--- src/rtl/imem_loader_pkg.sv ---
// imem_loader_pkg: shared types and constants for the instruction memory loader.
//   loader_state_t : FSM state encoding
//   INSTR_W        : instruction word width
//   LEN_W          : width of the image length field in the byte stream
package imem_loader_pkg;

    localparam int INSTR_W = 16;
    localparam int LEN_W   = 16;

    typedef enum logic [3:0] {
        IDLE,
        LEN_HI,
        LEN_LO,
        WORD_HI,
        WORD_LO,
        WRITE,
        CHECK,
        DONE,
        ERR
    } loader_state_t;

endpackage

--- src/rtl/imem_loader.sv ---
// imem_loader: loads a program image from a byte stream into instruction memory.
//   Stream: length N (16 bits, MSB first), then N 16-bit words (MSB first),
//   then an 8-bit modulo-256 checksum of the payload bytes when the build
//   defines IMEM_LOADER_CHECKSUM_EN.
// Ports:
//   clk, reset          : clock, asynchronous active-high reset
//   start               : pulse that begins a load (honoured in IDLE/DONE/ERR)
//   rx_data/rx_valid    : incoming byte and its valid flag
//   rx_ready            : loader accepts a byte this cycle
//   imem_wren/address/data : one-cycle write port to instruction memory
//   cpu_hold            : holds the CPU in reset while loading or after an error
//   done / error        : sticky completion / abort flags
module imem_loader
    import imem_loader_pkg::*;
#(
    parameter int IMEM_DEPTH = 256,
    parameter int ADDR_W     = 16
) (
    input  logic               clk,
    input  logic               reset,
    input  logic               start,
    input  logic [7:0]         rx_data,
    input  logic               rx_valid,
    output logic               rx_ready,
    output logic               imem_wren,
    output logic [ADDR_W-1:0]  imem_address,
    output logic [INSTR_W-1:0] imem_data,
    output logic               cpu_hold,
    output logic               done,
    output logic               error
);

    localparam logic [LEN_W:0] DEPTH_L = (LEN_W + 1)'(IMEM_DEPTH);

    loader_state_t      state_q, state_d;
    logic [LEN_W-1:0]   len_q, len_d;
    logic [ADDR_W-1:0]  cnt_q, cnt_d;
    logic [ADDR_W-1:0]  addr_q, addr_d;
    logic [INSTR_W-1:0] data_q, data_d;
    logic               rx_ready_q, rx_ready_d;
    logic               wren_q, wren_d;
    logic               hold_q, hold_d;
    logic               done_q, done_d;
    logic               error_q, error_d;
`ifdef IMEM_LOADER_CHECKSUM_EN
    logic [7:0]         sum_q, sum_d;
`endif

    logic               xfer;
    logic               start_ok;
    logic [LEN_W-1:0]   n_full;

    assign xfer     = rx_valid && rx_ready_q;
    assign start_ok = start && (state_q == IDLE || state_q == DONE || state_q == ERR);
    assign n_full   = {len_q[LEN_W-1:8], rx_data};

    always_comb begin
        state_d = state_q;
        len_d   = len_q;
        cnt_d   = cnt_q;
        addr_d  = addr_q;
        data_d  = data_q;
        wren_d  = 1'b0;
        hold_d  = hold_q;
        done_d  = done_q;
        error_d = error_q;
`ifdef IMEM_LOADER_CHECKSUM_EN
        sum_d   = sum_q;
`endif

        case (state_q)
            IDLE, DONE, ERR: begin
                if (start) begin
                    state_d = LEN_HI;
                    cnt_d   = '0;
`ifdef IMEM_LOADER_CHECKSUM_EN
                    sum_d   = '0;
`endif
                end
            end
            LEN_HI: begin
                if (xfer) begin
                    len_d[LEN_W-1:8] = rx_data;
                    state_d          = LEN_LO;
                end
            end
            LEN_LO: begin
                if (xfer) begin
                    len_d[7:0] = rx_data;
                    if (n_full == '0) begin
`ifdef IMEM_LOADER_CHECKSUM_EN
                        state_d = CHECK;
`else
                        state_d = DONE;
`endif
                    end else if ({1'b0, n_full} > DEPTH_L) begin
                        state_d = ERR;
                    end else begin
                        state_d = WORD_HI;
                    end
                end
            end
            WORD_HI: begin
                if (xfer) begin
                    data_d[15:8] = rx_data;
`ifdef IMEM_LOADER_CHECKSUM_EN
                    sum_d        = sum_q + rx_data;
`endif
                    state_d      = WORD_LO;
                end
            end
            WORD_LO: begin
                if (xfer) begin
                    data_d[7:0] = rx_data;
`ifdef IMEM_LOADER_CHECKSUM_EN
                    sum_d       = sum_q + rx_data;
`endif
                    // Write strobe and address are registered on entry so they
                    // are valid for exactly the one WRITE cycle.
                    wren_d      = 1'b1;
                    addr_d      = cnt_q;
                    state_d     = WRITE;
                end
            end
            WRITE: begin
                cnt_d = cnt_q + ADDR_W'(1);
                if (cnt_d == ADDR_W'(len_q)) begin
`ifdef IMEM_LOADER_CHECKSUM_EN
                    state_d = CHECK;
`else
                    state_d = DONE;
`endif
                end else begin
                    state_d = WORD_HI;
                end
            end
`ifdef IMEM_LOADER_CHECKSUM_EN
            CHECK: begin
                if (xfer) begin
                    state_d = (rx_data == sum_q) ? DONE : ERR;
                end
            end
`endif
            default: state_d = IDLE;
        endcase

        // Status flags follow the current state, so completion becomes visible
        // one cycle after entering DONE; a start clears them immediately.
        if (start_ok) begin
            hold_d  = 1'b1;
            done_d  = 1'b0;
            error_d = 1'b0;
        end else if (state_q == DONE) begin
            hold_d  = 1'b0;
            done_d  = 1'b1;
        end else if (state_q == ERR) begin
            hold_d  = 1'b1;
            error_d = 1'b1;
        end

        rx_ready_d = (state_d == LEN_HI) || (state_d == LEN_LO) ||
                     (state_d == WORD_HI) || (state_d == WORD_LO) ||
                     (state_d == CHECK);
    end

    always_ff @(posedge clk or posedge reset) begin
        if (reset) begin
            state_q    <= IDLE;
            len_q      <= '0;
            cnt_q      <= '0;
            addr_q     <= '0;
            data_q     <= '0;
            rx_ready_q <= 1'b0;
            wren_q     <= 1'b0;
            hold_q     <= 1'b0;
            done_q     <= 1'b0;
            error_q    <= 1'b0;
`ifdef IMEM_LOADER_CHECKSUM_EN
            sum_q      <= '0;
`endif
        end else begin
            state_q    <= state_d;
            len_q      <= len_d;
            cnt_q      <= cnt_d;
            addr_q     <= addr_d;
            data_q     <= data_d;
            rx_ready_q <= rx_ready_d;
            wren_q     <= wren_d;
            hold_q     <= hold_d;
            done_q     <= done_d;
            error_q    <= error_d;
`ifdef IMEM_LOADER_CHECKSUM_EN
            sum_q      <= sum_d;
`endif
        end
    end

    assign rx_ready     = rx_ready_q;
    assign imem_wren    = wren_q;
    assign imem_address = addr_q;
    assign imem_data    = data_q;
    assign cpu_hold     = hold_q;
    assign done         = done_q;
    assign error        = error_q;

endmodule

--- config.mk ---
export PLATFORM = sky130hd
export DESIGN_NAME = imem_loader
export DESIGN_NICKNAME = d
export VERILOG_FILES = /design/src/rtl/imem_loader_pkg.sv /design/src/rtl/imem_loader.sv
export SDC_FILE = /design/constraint.sdc
export NUM_CORES = 1
export LEC_CHECK = 0
export CORE_ASPECT_RATIO = 1.4
export CORE_MARGIN = 2
export CORE_UTILIZATION = 59
export CTS_CLUSTER_DIAMETER = 150
export DETAILED_ROUTE_END_ITERATION = 8
export HOLD_SLACK_MARGIN = 0.02
export MAX_ROUTING_LAYER = met4
export PLACE_DENSITY = 0.84
export SYNTH_ARGS = -nofsm -noshare
export SYNTH_HDL_FRONTEND = slang
export SYNTH_SLANG_ARGS = --single-unit
--- constraint.sdc ---
create_clock -name clk -period 5.37 [get_ports clk]
set_input_delay 1.3425 -clock clk [delete_from_list [all_inputs] [get_ports clk]]
set_output_delay 1.3425 -clock clk [all_outputs]
set_load 0.05 [all_outputs]
==> run metrics <==
top post-synthesis cells by area dfrtp_1 (49%), mux2_2 (14%), o21ai_0 (3.8%), xnor2_1 (3.3%), nand2_1 (2.7%); TritonCTS buffer count 9; Sw Pwr just under 0.0009 W; DRT Pass-1 Iters 4; DRC viols 0; synth unique cells 54; RSZ-0062 raised after global routing no; max_slew headroom 0.2683; syn nets around 360; GRT Util Overall 0.2521; Synth Warn # 0; Area growth, synth to finish 17.91%; Vias/cell ~6.2; Worst-Margin Slew roughly 1100 ps; Post-DP Area about 4200 um^2; Critical Path Max Stage Delay around 980 ps; die height 98.09 um; Hold Vio Cnt, Final 0; CP Buf/Inv Count 1; setup repair bufs after CTS 0; CTS Sinks between 70 and 80; FP Rows 34; vias in the first global route around 2700; CTS resizes 0; Comb pwr share 0.414; drt total wl a little under 8000 um; core area about 6200 um^2; Crit path max-delay family simple AND/OR/NAND/NOR gates; Synth Cell Area around 3700 um^2; reg-to-reg endpoint rx_ready; ys async rst share 1.000; iteration-0 DRC count of the detailed router about 230; CP cell instances clkdlybuf4s50_1 -> nand2_1 -> or4b_2 -> mux2_2; gpl congestion between 0.9 and 1; Internal ~0.0013 W; hold buffers post-CTS 0; Synth Flop Type dfrtp_1; Worst-Skew Late Latency between 300 and 400 ps; largest net degree at the start of global routing 49; syn avg cell area about 11 um^2; TNS Setup 0 ps; I/O pin count between 40 and 50; Worst-path clk slew 80 ps; Tmin final 3192 ps; worst path required time 5620 ps; most common cell in the netlist dfrtp_1; peak supply drop 0.4140 mV; ANT cells 0; Synth Instances roughly 340; WS Path Type input pin to register; die area around 7000 um^2; Net Sw Frac 0.4048; Crit-path slowest cell or4b_2; Startpoint Class input pin; WHS Endpoint imem_address[13]; Min Hold Slack 487.1 ps; adder-cell share of the synthesized area 0.003353; Max Cap Viol 0; crit end category register; Final period util 0.5943; Sequential Power Share 0.391; layout cells sized above 1 0.1964; crit-path max FO 27; CTS tree yes; Synth Register Bits 73; Reg2Reg Depth 6; Synth Area in Compound Gates 0.1150; Cell Pwr Density 496.9 nW/um^2; H-tree Lvls 3; antenna-violating nets left 0; Worst EP arrival 3440 ps; routed length per instance 17.15 um; post-synthesis mux area share 0.1445; Worst Hold Path Cells 2; max-slew violation count 0; final setup fails 0; setup slack at placement ~1800 ps; total number of vias 2845; FMAX between 300 and 400 MHz; dpl hpwl approximately 5600 um; Worst Slack Setup Final 2178 ps; register area share after synthesis 0.4896; Hold Crit Class register to register; Die X-Extent slightly above 70 um; Stages on worst setup path 4; reg-to-reg critical path startpoint state_q[2]; Leak roughly 1.9 nW; Initial Util 0.6049; worst-case clock buffer depth 2; first-pass GRT wire length 13280 um; total power between 0.002 and 0.0025 W; largest area contributor in the synthesized netlist dfrtp_1; Worst Skew between 10 and 15 ps; reg2reg setup slack around 2700 ps; commonest cells in the netlist dfrtp_1 (73), mux2_2 (47), o21ai_0 (28); gr ovfl total 0; I/O Buffers 48; worst setup path startpoint rx_valid; Post-synth EDFFs 0; status finished clean; initial antenna violation count 0; Hold Crit Start imem_address[13]; proportion of power drawn by the clock network 0.195; Final #Nets ~400; largest family of logic cells by synthesized area simple AND/OR/NAND/NOR gates; finished layout cell area 4399 um^2; Synth Area in Simple Gates 0.1590; Yosys top cell area share 0.4896; clock root cell clkbuf_8; XOR/XNOR Fraction of Synth Area 0.05164
how the worst max path moves through the flow:
stage | to
floorplan | cnt_q[0]
global placement | imem_address[15]
detailed placement | imem_data[6]
CTS | imem_data[6]
global route | imem_data[6]
finish | imem_data[6]
power groups by stage:
stage / registers (W) / clock network [W] / logic, W
floorplan: 0.00107 / 0 / 0.000423
global placement: 0.000857 / 0 / 0.000884
detailed placement: 0.000864 / 0 / 0.000904
CTS: 0.000853 / 0.000429 / 0.000909
global route: 0.000878 / 0.000456 / 0.000960
finish: 0.000855 / 0.000426 / 0.000905
through the flow:
step                      utilization  cells
after global routing           0.7132    459
after CTS                      0.7132    459
final                          0.7132    459
after floorplan                     -    343
after detailed placement       0.6817    443
after global placement         0.6817    443
per-layer routing:
layer | global-route usage | share of wire
met5 | - | 0
met4 | 0.1074 | 0.022
met3 | 0.04850 | 0.051
met2 | 0.4046 | 0.52
met1 | 0.3094 | 0.41
flip-flops by register name, indices dropped and copies added, names as in the netlist, 4 cells and up:
| register | cells |
|---|---|
| imem_data | 16 |
| len_q | 16 |
| cnt_q | 16 |
| state_q | 4 |
| imem_address | 16 |
kinds of logic (layout without fill, tap and decap cells):
| kind of cell | Yosys count | after routing |
|---|---|---|
| mux | 48 | 48 |
| buf+inv | 28 | 72 |
| flops | 73 | 73 |
| fa+ha+maj | 1 | 1 |
| simple gates | 103 | 103 |
| compound gates | 68 | 68 |
| xor+xnor | 22 | 22 |
cell usage in the layout, fill, tap and decap left out, types with 10 or more instances in the layout:
cell type,netlist,layout
o21ai_0,28,28
a21oi_1,13,13
xnor2_1,14,14
mux2_2,47,47
nand2_1,27,27
nor3_1,10,10
clkdlybuf4s50_1,0,48
dfrtp_1,73,73
nor2_1,11,11
final cells by class:
type / count / area, um^2
timing repair buffer: 51 / 503.0
clock inverter: 7 / 70.07
tap: 72 / 90.09
inverter: 5 / 18.77
fill: 451 / 1769
sequential: 73 / 1827
multi-input combinational: 242 / 1767
clock buffer: 9 / 123.9
worst min-delay path: stages (launching register included):
cell     delay, ps
dfrtp_1        350
nand2_1         50
o21ai_0         60
Note: power is estimated with default switching activity, not from simulation.
